==> config.mk <==
export PLATFORM = sky130hd
export DESIGN_NAME = cic_decimator
export DESIGN_NICKNAME = d
export VERILOG_FILES = /design/src/rtl/cic_decimator.sv
export SDC_FILE = /design/constraint.sdc
export NUM_CORES = 1
export LEC_CHECK = 0
export CAP_MARGIN = 20
export CORE_MARGIN = 2
export CORE_UTILIZATION = 55
export DETAILED_ROUTE_END_ITERATION = 6
export GPL_TIMING_DRIVEN = 0
export PLACE_DENSITY = 0.72
export SKIP_CTS_REPAIR_TIMING = 1
export SYNTH_ARGS = -nofsm -noshare
export SYNTH_HDL_FRONTEND = slang
export SYNTH_SLANG_ARGS = --single-unit
==> constraint.sdc <==
create_clock -name clk -period 18 [get_ports clk]
set_input_delay 5.4 -clock clk [delete_from_list [all_inputs] [get_ports clk]]
set_output_delay 5.4 -clock clk [all_outputs]
set_load 0.01 [all_outputs]
==> src/rtl/cic_decimator.sv <==
// cic_decimator: N-stage CIC decimator (clk, rst sync high; in_valid/in_data samples in; out_valid strobe, out_data held decimated result)
module cic_decimator #(
  parameter int IN_WIDTH   = 16,
  parameter int STAGES     = 3,
  parameter int RATE       = 8,
  parameter int DIFF_DELAY = 1,
  parameter int OUT_WIDTH  = 25
) (
  input  logic                 clk,
  input  logic                 rst,
  input  logic                 in_valid,
  input  logic [IN_WIDTH-1:0]  in_data,
  output logic                 out_valid,
  output logic [OUT_WIDTH-1:0] out_data
);
  localparam int W  = IN_WIDTH + STAGES * $clog2(RATE * DIFF_DELAY);
  localparam int CW = $clog2(RATE);
  logic [W-1:0]  x;
  logic [CW-1:0] cnt;
  logic          last;
  logic [W-1:0]  dec_data;
  logic          dec_v;
  assign x    = {{(W-IN_WIDTH){in_data[IN_WIDTH-1]}}, in_data};
  assign last = cnt == CW'(RATE - 1);
  for (genvar k = 0; k < STAGES; k++) begin : s
    logic [W-1:0] acc, sum;
    if (k == 0) begin : h
      assign sum = acc + x;
    end else begin : h
      assign sum = acc + s[k-1].sum;
    end
    always_ff @(posedge clk)
      if (rst) acc <= '0;
      else if (in_valid) acc <= sum;
  end
  always_ff @(posedge clk)
    if (rst) begin
      cnt      <= '0;
      dec_v    <= 1'b0;
      dec_data <= '0;
    end else begin
      dec_v <= in_valid && last;
      if (in_valid) cnt <= last ? '0 : cnt + 1'b1;
      if (in_valid && last) dec_data <= s[STAGES-1].sum;
    end
  for (genvar k = 0; k < STAGES; k++) begin : c
    logic [W-1:0] y, xi;
    logic         v, vi;
    logic [W-1:0] dl [DIFF_DELAY];
    if (k == 0) begin : h
      assign xi = dec_data;
      assign vi = dec_v;
    end else begin : h
      assign xi = c[k-1].y;
      assign vi = c[k-1].v;
    end
    always_ff @(posedge clk)
      if (rst) begin
        y <= '0;
        v <= 1'b0;
        for (int j = 0; j < DIFF_DELAY; j++) dl[j] <= '0;
      end else begin
        v <= vi;
        if (vi) begin
          y     <= xi - dl[DIFF_DELAY-1];
          dl[0] <= xi;
          for (int j = 1; j < DIFF_DELAY; j++) dl[j] <= dl[j-1];
        end
      end
  end
  assign out_valid = c[STAGES-1].v;
  assign out_data  = c[STAGES-1].y[W-1 -: OUT_WIDTH];
endmodule
== Word level (Yosys, flattened, before mapping) ==
Memories as Yosys holds them, arrays and structs flattened.
Index checks and enable logic that the tools add are counted.
Storage, ports and cells
  register bits: 182
  memory bits (writable): 75
  output and inout bits: 26
  word-level logic and storage cells: 45
  memories: 3
Operators by class
  add/subtract/negate cells: 7
  eq/ne operators: 1
  multiplexer cells: 18
  reduce and logical (&&, ||, !) cells: 4
Memories
  c[0].dl: depth 1, width 25, read ports 1, clocked after Yosys merged registers in 0, wr ports 1, RTL line 49  | logic [W-1:0] dl [DIFF_DELAY];
  c[1].dl: depth 1, width 25, read ports 1, clocked after Yosys merged registers in 0, wr ports 1, RTL line 49
  c[2].dl: depth 1, width 25, read ports 1, clocked after Yosys merged registers in 0, wr ports 1, RTL line 49
Operator list (count)
  $add 25x25->25: 3
  $mux 25: 3
  $reduce_or 25->1: 3
  $sub 25x25->25: 3
  $mux 1: 14
  $add 3x1->3 const B: 1
  $eq 3x3->1 const B: 1
  $mux 3: 1
  $logic_and 1x1->1: 1

== Depth between registers and ports, before layout ==
  depth after elaboration: 5
  depth in mapped cells: 29
  depth with buffers taken out: 29

== Worst setup path before layout ==
No wires, ideal clock.
  kind: input to register
  start point: in in_data[0]
  end point: reg s[2].acc[24]
  library setup time: 0.121 ns
  arrival: 10.334 ns
  path slack: 7.544 ns
  stages: 25
  path buffers: 0
  path through: ha_1 -> fa_1 -> a211oi_1 -> o21ai_0 -> a211oi_2 -> o21ai_0 -> a21oi_1 -> nor2_1 -> nor2_1 -> xnor2_1 -> ha_1 -> a21o_1 -> a211oi_1 -> nand2_1 -> o21ai_0 -> o21ai_0 -> a31oi_1 -> xnor2_1 -> ha_1 -> and4_1 -> a221o_1 -> nand2_1 -> a21oi_1 -> a21o_1 -> mux2_4
Between the ends
  cells in the longest elaborated chain, start to end: 3
Ends and longest elaborated chain
  start, declared: RTL line 12  | input logic [IN_WIDTH-1:0] in_data,
  $add 25x25->25: RTL line 28  | assign sum = acc + x;
  via s[0].sum[18]: RTL line 26  | logic [W-1:0] acc, sum;
  $add 25x25->25: RTL line 30  | assign sum = acc + s[k-1].sum;
  via s[1].sum[23]: RTL line 26
  $add 25x25->25: RTL line 30
  end signal, assigned: RTL line 34  | else if (in_valid) acc <= sum;
  end, declared: RTL line 26
The timed path passes the listed nets, and every way through them passes these cells.
A chain may end at the register's enable or synchronous reset.

== Worst setup path after layout ==
  start point: in in_data[0]
  end point: reg dec_data[24] (netlist: c[0].xi[24])
Between the ends
  cells in the longest elaborated chain, start to end: 3
Ends and longest elaborated chain
  $add 25x25->25: RTL line 28
  via s[0].sum[18]: RTL line 26
  $add 25x25->25: RTL line 30
  via s[1].sum[21]: RTL line 26
  $add 25x25->25: RTL line 30
  end signal, assigned: RTL line 44  | if (in_valid && last) dec_data <= s[STAGES-1].sum;
  end, declared: RTL line 21  | logic [W-1:0] dec_data;
The timed path passes the listed nets, and every way through them passes these cells.

==> flow_metrics.env <==
export IMPL_yosysTopAreaCellShare_pct=22.7
export IMPL_ant_nets=0
export IMPL_drt_vias_per_instance=5.63
export IMPL_max_freq_mhz=88.2
export IMPL_cts_tree="yes"
export IMPL_first_pass_iters=5
export IMPL_hold_viol_final=0
export IMPL_arrival_ps=11770
export IMPL_fillCellCount=2481
export IMPL_p_leak_uw=0.00787
export IMPL_synth_area_leader_cell="dfxtp_1"
export IMPL_syn_inst=1774
export IMPL_cts_root_buffer="clkbuf_16"
export IMPL_synth_compound_area_share_pct=17.6
export IMPL_globalplace_congestion=0.892
export IMPL_synthToLayoutAreaGrowth_pct=11.7
export IMPL_die_w_um=175
export IMPL_yosys_area_share_simple_pct=16.4
export IMPL_synth_avg_cell_area_um2=9.05
export IMPL_numPortBuffers=43
export IMPL_drt_drc_violations_left=0
export IMPL_rsz0062_at_grt="no"
export IMPL_finClkSkew_ps=24.1
export IMPL_holdWs_ps=455
export IMPL_grt_pass1_vias=12100
export IMPL_synth_area_mm2=0.0161
export IMPL_setup_viol=0
export IMPL_cp_startpoint="in_data[0]"
export IMPL_finalSetupTns_ps=0
export IMPL_clock_path_buffers=3
export IMPL_synth_distinct_cells=80
export IMPL_synth_top_family_by_area="compound AO/OA/AOI/OAI gates"
export IMPL_antenna_found_initial=0
export IMPL_path_max_fanout=6
export IMPL_worstSetupEndpoint="c[0].xi[24]$_SDFFE_PP0P_"
export IMPL_start_util_pct=56.0
export IMPL_finalCritPeriodShare_pct=63.0
export IMPL_dr_first_iter_drc_count=589
export IMPL_instances_no_fill=2255
export IMPL_grt_pass1_wl_um=59100
export IMPL_clk_pin_slew_ps=60
export IMPL_synth_area_top_cells="dfxtp_1, edfxtp_1, ha_1"
export IMPL_peakVddDrop_uv=103
export IMPL_r2r_start="s[0].acc[0]$_SDFFE_PP0P_"
export IMPL_slew_violations=0
export IMPL_max_slew_margin_pct=29.1
export IMPL_synthAdderAreaFrac_pct=12.4
export IMPL_antennaDiodeCount=0
export IMPL_cts_max_level=1
export IMPL_async_flop_share_pct=0
export IMPL_met1Wirelength_um=15400
export IMPL_rows=62
export IMPL_hp_class="register to register"
export IMPL_p_per_area_mw_per_mm2=134
export IMPL_synth_xor_area_share_pct=6.63
export IMPL_grt_max_degree=26
export IMPL_tightest_slew_ps=1060
export IMPL_muxShareOfSynthArea_pct=5.91
export IMPL_regToRegEndpoint="c[0].xi[24]$_SDFFE_PP0P_"
export IMPL_vias=12700
export IMPL_r2r_slack_ps=11650
export IMPL_met3WireLength_um=1500
export IMPL_setup_worst_path_class="input port to register"
export IMPL_num_nets_final=2024
export IMPL_syn_nets=1949
export IMPL_reg2reg_depth=24
export IMPL_fin_area_mm2=0.0179
export IMPL_seq_area_frac_synth_pct=36.7
export IMPL_drive_gt1_share_pct=4.22
export IMPL_wl_per_cell_um=16.1
export IMPL_core_area_mm2=0.0287
export IMPL_synth_edf_count=75
export IMPL_status="finished clean"
export IMPL_gr_total_overflow=0
export IMPL_startpoint_type="input port"
export IMPL_dieArea_mm2=0.0306
export IMPL_pin_count=45
export IMPL_critPathCaptureType="register"
export IMPL_post_route_util_pct=62.5
export IMPL_yosys_warnings=0
export IMPL_synth_flop_cell="dfxtp_1"
export IMPL_synth_seq_cells=257
export IMPL_numClockSinks=257
export IMPL_insertion_delay_ps=550
export IMPL_highest_layer="met4"
export IMPL_die_h_um=175
export IMPL_dp_hpwl_um=27500
export IMPL_numCtsBuffers=29
export IMPL_place_inst=2202
export IMPL_grt_usage_pct=23.6
export IMPL_place_area_mm2=0.0170
export IMPL_maxCapViolations=0
export IMPL_period_needed_ps=11340
export IMPL_wl_met2_um=18400
export IMPL_wl_um=36300
export IMPL_cp_required_ps=18430
-- final cells by class --
| type | count | area (um2) | share of cell area [%] |
|---|---|---|---|
| buffer | 60 | 254 | 1.42 |
| clock buffer | 39 | 803 | 4.48 |
| clock inverter | 14 | 158 | 0.878 |
| inverter | 119 | 447 | 2.49 |
| multi-input combinational | 1338 | 9470 | 52.7 |
| sequential | 257 | 5900 | 32.8 |
| tap | 384 | 480 | 2.68 |
| timing repair buffer | 44 | 445 | 2.48 |
-- per-layer routing --
| layer | global-route usage, % | vias to the layer above |
|---|---|---|
| li1 | - | 6476 |
| met1 | 27.6 | 5892 |
| met2 | 45.0 | 268 |
| met3 | 2.39 | 64 |
| met4 | 7.64 | 0 |
| met5 | 0 | - |
-- cells in the final DEF (no fill, tap or decap), types with 38 or more instances in the layout --
| cell type | netlist | final |
|---|---|---|
| xnor2_1 | 90 | 90 |
| nand2_1 | 107 | 107 |
| inv_1 | 118 | 118 |
| o21ai_0 | 64 | 64 |
| ha_1 | 150 | 150 |
| and2_1 | 53 | 53 |
| clkbuf_1 | 44 | 50 |
| clkdlybuf4s50_1 | 0 | 43 |
| a21oi_1 | 143 | 143 |
| dfxtp_1 | 182 | 182 |
| mux2i_1 | 90 | 90 |
| and3_1 | 38 | 38 |
| edfxtp_1 | 75 | 75 |
| nor2_1 | 186 | 186 |
| a21o_1 | 57 | 57 |
-- cell usage after synthesis, types with 12 or more instances --
master,n
a211oi_1,25
a21o_1,57
a21oi_1,143
a22o_1,16
a31oi_1,12
and2_1,53
and3_1,38
buf_1,12
clkbuf_1,44
dfxtp_1,182
edfxtp_1,75
ha_1,150
inv_1,118
mux2i_1,90
nand2_1,107
nand2b_1,19
nand3_1,28
nor2_1,186
nor2b_1,27
nor3_1,30
o21a_1,23
o21ai_0,64
o31ai_1,12
xnor2_1,90
xor2_1,29
-- per-stage QoR --
step	power [uW]	worst slack [ps]
floorplan	1580	7540
global placement	1760	6320
detailed placement	1790	6120
CTS	2400	6690
global route	2570	6210
finish	2400	6660
-- report_power, final --
part | internal (uW) | leakage [uW] | switching, uW
logic | 472 | 0.00515 | 646
clock network | 356 | 0.000469 | 239
registers | 653 | 0.00226 | 32.0
-- flip-flops by register name, summed over array words and instances (netlist names) --
signal / cells
out_valid: 1
c.xi: 25
c.y: 50
c.v: 2
out_data: 25
cnt: 3
s.acc: 75
c.vi: 1
c.dl: 75
-- how the worst min path moves through the flow --
| stage | from | to | slack [ps] | cells after the start |
|---|---|---|---|---|
| global placement | out_data[20]$_SDFFE_PP0P_ | out_data[20]$_SDFFE_PP0P_ | 430 | 2 |
| finish | out_data[16]$_SDFFE_PP0P_ | out_data[16]$_SDFFE_PP0P_ | 450 | 2 |
| CTS | out_data[16]$_SDFFE_PP0P_ | out_data[16]$_SDFFE_PP0P_ | 460 | 2 |
| global route | out_data[22]$_SDFFE_PP0P_ | out_data[22]$_SDFFE_PP0P_ | 480 | 2 |
| floorplan | c[0].xi[0]$_SDFFE_PP0P_ | c[0].xi[0]$_SDFFE_PP0P_ | 440 | 2 |
| detailed placement | out_data[16]$_SDFFE_PP0P_ | out_data[16]$_SDFFE_PP0P_ | 440 | 2 |
-- cell families (layout without fill, tap and decap cells) --
family | count (synthesis) | count (layout)
AOI/OAI and AO/OA | 431 | 431
xor gates and xnor gates | 120 | 120
adders and majority gates | 156 | 156
buffers and inverters | 179 | 276
DFF | 257 | 257
muxes | 94 | 94
and+or+nand+nor | 537 | 537
-- worst max-delay path, stage by stage --
cell and delay, ps:
clkdlybuf4s50_1 400, ha_1 220, fa_1 420, a211oi_1 240, o21ai_0 200, a211oi_2 450, o21ai_0 280, a21oi_1 190
nor2_1 50, nor2_1 110, xnor2_1 230, ha_1 330, a21o_1 200, a211oi_1 300, nand2_1 90, o21ai_0 360
o21ai_0 230, xor2_1 340, ha_1 330, a21o_1 190, a21o_1 170, a221o_1 430, a2111o_1 410, o2111ai_1 130
nor2_1 80
Note: power is estimated with default switching activity, not from simulation.
